### src/rtl/gearbox_32_24.sv
// gearbox_32_24: repacks a stream of 32-bit words into 24-bit pixels,
// least-significant byte first. A 64-bit byte buffer absorbs the 4:3 rate
// mismatch, and data_in_ready throttles the source whenever the buffer
// might overflow. An end-of-frame word triggers a flush. The flush emits
// the residual bytes zero-padded and tags the final pixel.
module gearbox_32_24 (
    input  logic        clk_in,
    input  logic        reset,
    input  logic [31:0] data_in,
    input  logic        data_en,
    input  logic        data_in_last,
    output logic        data_in_ready,
    output logic [23:0] data_out,
    output logic        data_out_en,
    output logic        data_out_last
);

    logic [63:0] byteBuf_q, byteBuf_d;
    logic [3:0]  fill_q, fill_d;
    logic        flushing_q, flushing_d;
    logic [23:0] dataOut_q, dataOut_d;
    logic        outEn_q, outEn_d;
    logic        outLast_q, outLast_d;

    logic        transfer;
    logic [3:0]  fillAfterEmit;
    logic [63:0] bufAfterEmit;

    // A flush locks out the source until the last pixel leaves. The fill
    // bound of 7 keeps fill at or below 8 after a combined emit and append.
    assign data_in_ready = !flushing_q && (fill_q <= 4'd7);
    assign transfer      = data_en && data_in_ready;

    assign data_out      = dataOut_q;
    assign data_out_en   = outEn_q;
    assign data_out_last = outLast_q;

    // Decide this cycle's emit from the registered fill, then append any accepted word above what remains
    always_comb begin
        dataOut_d     = dataOut_q;
        outEn_d       = 1'b0;
        outLast_d     = 1'b0;
        fillAfterEmit = fill_q;
        bufAfterEmit  = byteBuf_q;
        flushing_d    = flushing_q;
        fill_d        = fill_q;
        byteBuf_d     = byteBuf_q;

        if (fill_q >= 4'd3) begin
            dataOut_d     = byteBuf_q[23:0];
            outEn_d       = 1'b1;
            fillAfterEmit = fill_q - 4'd3;
            bufAfterEmit  = byteBuf_q >> 24;
        end else if (flushing_q && (fill_q != 4'd0)) begin
            dataOut_d     = (fill_q == 4'd1) ? {16'h0000, byteBuf_q[7:0]}
                                             : {8'h00, byteBuf_q[15:0]};
            outEn_d       = 1'b1;
            fillAfterEmit = 4'd0;
            bufAfterEmit  = 64'd0;
        end

        outLast_d = outEn_d && flushing_q && (fillAfterEmit == 4'd0);

        if (outLast_d) begin
            flushing_d = 1'b0;
        end
        if (transfer && data_in_last) begin
            flushing_d = 1'b1;
        end

        if (transfer) begin
            fill_d    = fillAfterEmit + 4'd4;
            byteBuf_d = bufAfterEmit | ({32'd0, data_in} << {fillAfterEmit, 3'b000});
        end else begin
            fill_d    = fillAfterEmit;
            byteBuf_d = bufAfterEmit;
        end
    end

    // Register buffer, fill, flush state and outputs; reset discards any partial frame
    always_ff @(posedge clk_in) begin
        if (reset) begin
            byteBuf_q  <= 64'd0;
            fill_q     <= 4'd0;
            flushing_q <= 1'b0;
            dataOut_q  <= 24'd0;
            outEn_q    <= 1'b0;
            outLast_q  <= 1'b0;
        end else begin
            byteBuf_q  <= byteBuf_d;
            fill_q     <= fill_d;
            flushing_q <= flushing_d;
            dataOut_q  <= dataOut_d;
            outEn_q    <= outEn_d;
            outLast_q  <= outLast_d;
        end
    end

endmodule

### config.mk
export PLATFORM = sky130hd
export DESIGN_NAME = gearbox_32_24
export DESIGN_NICKNAME = d
export VERILOG_FILES = /design/src/rtl/gearbox_32_24.sv
export SDC_FILE = /design/constraint.sdc
export NUM_CORES = 1
export LEC_CHECK = 0
export ABC_AREA = 1
export ABC_CLOCK_PERIOD_IN_PS = 4100
export BUFFER_PORTS_ARGS = -buffer_cell sky130_fd_sc_hd__buf_2
export CORE_ASPECT_RATIO = 2
export CORE_MARGIN = 1.5
export CORE_UTILIZATION = 55
export CTS_CLUSTER_SIZE = 10
export DETAILED_ROUTE_END_ITERATION = 8
export GPL_ROUTABILITY_DRIVEN = 1
export PLACE_DENSITY_LB_ADDON = 0.15
export RECOVER_POWER = 25
export SYNTH_ARGS = -nofsm -noshare
export SYNTH_HDL_FRONTEND = slang
export SYNTH_SLANG_ARGS = --single-unit
### constraint.sdc
create_clock -name clk_in -period 4.1 [get_ports clk_in]
set_input_delay 0.41 -clock clk_in [delete_from_list [all_inputs] [get_ports clk_in]]
set_output_delay 0.41 -clock clk_in [all_outputs]
set_load 0.01 [all_outputs]
# Word level (Yosys, flattened, before mapping)
# Cells that the tools add are included.
[word_totals]
input_bits = 36
regBits = 95
[classes]
bitwise_logic = 1
magnitude_cmp = 2
n_eq_ne = 1
add_sub_neg = 2
muxes = 13
reduce_logical = 11
shifts = 1
[ops]
columns = ["op", "count"]
rows = [
  ["$mux W64", 3],
  ["$or A64 B64 Y64", 1],
  ["$shl A32 B7 Y64", 1],
  ["$mux W24", 2],
  ["$mux W16", 1],
  ["$mux W4", 3],
  ["$logic_and A1 B1 Y1", 6],
  ["$add A4 B3 Y4 const B", 1],
  ["$eq A4 B1 Y1 const B", 1],
  ["$ge A4 B2 Y1 const B", 1],
  ["$le A4 B3 Y1 const B", 1],
  ["$logic_not A4 Y1", 1],
  ["$mux W1", 4],
  ["$reduce_bool A2 Y1", 2],
  ["$reduce_bool A4 Y1", 1],
  ["$sub A4 B2 Y4 const B", 1],
  ["$logic_not A1 Y1", 1],
]

# Logic depth before layout (Yosys ltp)
[depth]
depth_word = 8
mapped_depth = 13
mapped_depth_nobuf = 12

# Least setup slack after synthesis
# Ideal clock, no wire load.
[synth_timing]
path_type = "register -> register"
start = "reg fill_q[0]"
end = "reg byteBuf_q[51]"
t_required_ns = 4.030
period_less_slack_ns = 1.812
arrival_ns = 1.742
setup_ns = 0.070
setup_slack_ns = 2.288
path_stages_with_launch = 13
path_cell_list = "dfxtp_1 -> inv_1 -> ha_1 -> inv_1 -> nand2_1 -> nand3_2 -> nor2_1 -> nor2_4 -> buf_2 -> nand3_1 -> nand3_1 -> nand2_1 -> a21oi_1"
[synth_via]
elab_chain_len = 7
[synth_lines]
columns = ["element", "line_no", "text"]
rows = [
  ["start, declared", "19", "logic [3:0] fill_q, fill_d;"],
  ["start signal, assigned", "91", "fill_q <= fill_d;"],
  ["branches (longest 6 deep; another with $sub A4 B2 Y4)", "--", ""],
  ["$mux W64 *", "71", "if (transfer) begin"],
  ["end signal, assigned", "90", "byteBuf_q <= byteBuf_d;"],
  ["end, declared", "18", "logic [63:0] byteBuf_q, byteBuf_d;"],
]
# Every way passes the cells marked *.
# A chain may end at the register's enable or synchronous reset.

# Final worst setup path
[layout_timing]
start = "reg fill_q[0]"
end = "reg byteBuf_q[46]"
# The elaborated chain is that of the path after synthesis.

==> impl_results.rst <==
.. list-table::
   :header-rows: 1

   * - Metric
     - Value
   * - Least-Margin Pin Slew
     - roughly 0.88 ns
   * - Netlist area before placement
     - around 4800 um2
   * - Routability-driven placement congestion ratio
     - just under 1
   * - Number of warnings reported in the yosys synthesis log
     - 0
   * - Detailed-route wire length
     - between 15000 and 20000 um
   * - Startpoint types
     - register
   * - Die width
     - around 69 um
   * - Clk Latency, worst-skew pair
     - ~0.35 ns
   * - Slew Viols, Final
     - 0
   * - Wire per inst
     - 18.88 um
   * - Placed wire-length estimate
     - roughly 11000 um
   * - Clock-pin transition on the worst setup and hold timing paths
     - about 0.07 ns
   * - VDD IR max
     - 0.5003 mV
   * - Most used cells in the layout excluding fill and tap cells
     - 195 x nand2_1, 130 x nand3_1, 95 x dfxtp_1, 81 x a21oi_1, 40 x a22oi_1
   * - Antenna Violating Nets Remaining
     - 0
   * - Global-route total usage across every layer
     - about a third
   * - Number of sinks handled by clock tree synthesis
     - 95
   * - Cells resized by post-CTS repair
     - 0
   * - Lkg Pwr
     - approximately 0.0022 uW
   * - Final period utilization
     - ~79%
   * - Global-route congestion overflow total
     - 0
   * - Endpoints failing setup
     - 0
   * - Outcome
     - complete, no violations
   * - Final sum of negative setup slack
     - 0 ns
   * - CP Class
     - register to register
   * - CP Data Arrival Time
     - roughly 3.5 ns
   * - Buffer cell driving the clock tree root
     - clkbuf_16
   * - Layout Area Growth over Synthesis
     - 10.95%
   * - Initial antenna violation count
     - 0
   * - Clock Skews
     - approximately 0.0093 ns
   * - Hold violation total from the final report
     - 0
   * - Largest net degree at the start of global routing
     - 85
   * - Flops & latches, synth
     - 95
   * - Count of buffers added by post-CTS timing repair for setup
     - 0
   * - Kind of end point of the critical path
     - register
   * - Die Y
     - 135.0 um
   * - H-Tree Depth
     - 3
   * - Final critical-path required period
     - about 3.2 ns
   * - Average via count per standard cell
     - between 6 and 7
   * - Port Buffer Count
     - 62
   * - Library cells used by synthesis
     - 27
   * - Vias in the first global route
     - around 4600
   * - Worst Hold Class
     - input pin to register
   * - Synthesized instance count
     - slightly below 700
   * - Hold buffers post-CTS
     - 0
   * - Setup repair after global routing missed its margin
     - false
   * - Wire length of the first global-routing pass
     - about 24000 um
   * - Hold slack
     - ~0.32 ns
   * - Leading cell type in the layout, fill and taps excluded
     - nand2_1
   * - Total inserted antenna cells
     - 0
   * - Area of all placed cells without fillers
     - 5313 um2
   * - Area of placed instances
     - 5055 um2
   * - Layout cells sized above 1
     - between 10 and 15%
   * - Pwr per Cell Area
     - 634.1 nW/um2
   * - TritonCTS Buffers
     - 9
   * - Final net count
     - around 770
   * - Crit Path Max Fanout
     - 34
   * - TritonCTS clock tree
     - done
   * - Effective utilization at floorplan
     - between 50% and 60%
   * - Core footprint
     - 8528 um2
   * - Average footprint of a synthesized cell
     - between 6 and 7 um2
   * - Required time worst endpoint
     - ~4.4 ns
   * - DIE AREA
     - around 9300 um2
   * - Number of violations of the max-capacitance limit
     - 0
   * - Tightest slew margin relative to the limit
     - between 40% and 50%
   * - Maximum achievable frequency
     - slightly above 300 MHz
   * - Detailed Route Iter0 Violations
     - a little under 500
   * - DRC violation count after routing
     - 0
   * - Number of nets in the synthesized netlist
     - between 700 and 800
   * - Number of core rows
     - 48
   * - Part of the Yosys area used for sequential elements
     - about two fifths
   * - Count of pins on the block boundary
     - 63
   * - Max clock buf depth
     - 2
   * - Detailed-route via count
     - roughly 5000
   * - Detailed-router iteration count before antenna repair
     - 8
==> where the power goes <==
part,switching [uW],total (uW),internal [uW]
clock,403,833,430
sequential,102,1180,1080
combinational,979,1350,376
total,1480,3370,1880
==> cell usage after synthesis, drive strengths merged <==
master	n	share of area, %
o211ai	1	0.16
o21ai	10	1.1
nand2	203	17
a21boi	8	1.3
clkinv	1	0.078
nand3	130	14
inv	40	3.1
xnor2	1	0.18
dfxtp	95	40
ha	4	1.0
buf	24	3.0
nor2	29	3.2
a22oi	40	6.3
a21oi	81	8.5
clkbuf	21	1.6
nand4	2	0.39
==> area by class of cell <==
cell class	instances	area, um2
Fill cell	834	3216
Multi-Input combinational cell	509	2504
Sequential cell	95	1902
Timing Repair Buffer	69	330.3
Clock buffer	9	225.2
Inverter	41	153.9
Tap cell	100	125.1
Clock inverter	7	72.57
==> registers in the layout (all words and copies together), names as in the netlist <==
register / flops
byteBuf_q: 64
data_out: 24
fill_q: 4
data_out_en: 1
data_out_last: 1
flushing_q: 1
==> final timing paths <==
| kind | from | end | slack [ns] | depth (start not counted) |
|---|---|---|---|---|
| min | data_in_last | flushing_q | 0.32 | 3 |
| min reg2reg | data_out[5] | data_out[5] | 0.46 | 2 |
| max reg2reg | fill_q[0] | byteBuf_q[46] | 0.88 | 10 |
| max | fill_q[0] | byteBuf_q[46] | 0.88 | 10 |
==> stage by stage <==
step	instances	utilization [%]	power (uW)	setup WS, ns
floorplan	690	-	2173	2.288
global placement	814	59.27	2520	1.137
detailed placement	814	59.27	2532	1.123
CTS	830	62.76	3353	1.085
global route	830	62.29	3542	0.6136
finish	830	62.29	3369	0.8812
==> cell families after synthesis <==
kind of cell,Yosys count,synth area share [%]
AOI/OAI and AO/OA,140,17.27
xor gates and xnor gates,1,0.1829
adders and majority gates,4,1.045
buffers and inverters,86,7.839
DFF,95,39.72
and+or+nand+nor,364,33.94
==> worst max-delay path, stage by stage (launching register included) <==
cell	delay [ns]
dfxtp_1	0.39
inv_1	0.20
ha_1	0.18
inv_1	0.04
nand2_1	0.08
nand3_1	0.53
inv_1	0.87
buf_4	0.47
nand2_1	0.09
a21boi_0	0.13
a21oi_1	0.15
==> metal layers <==
metal  global-route usage (%)  up-vias  part of all wire [%]
met2                    55.45      254                    49
met4                    23.31        0                   6.1
li1                         -     2401                     -
met3                    5.333       60                   6.7
met5                        0        -                     0
met1                    42.60     2277                    38
Note: power is estimated with default switching activity, not from simulation.
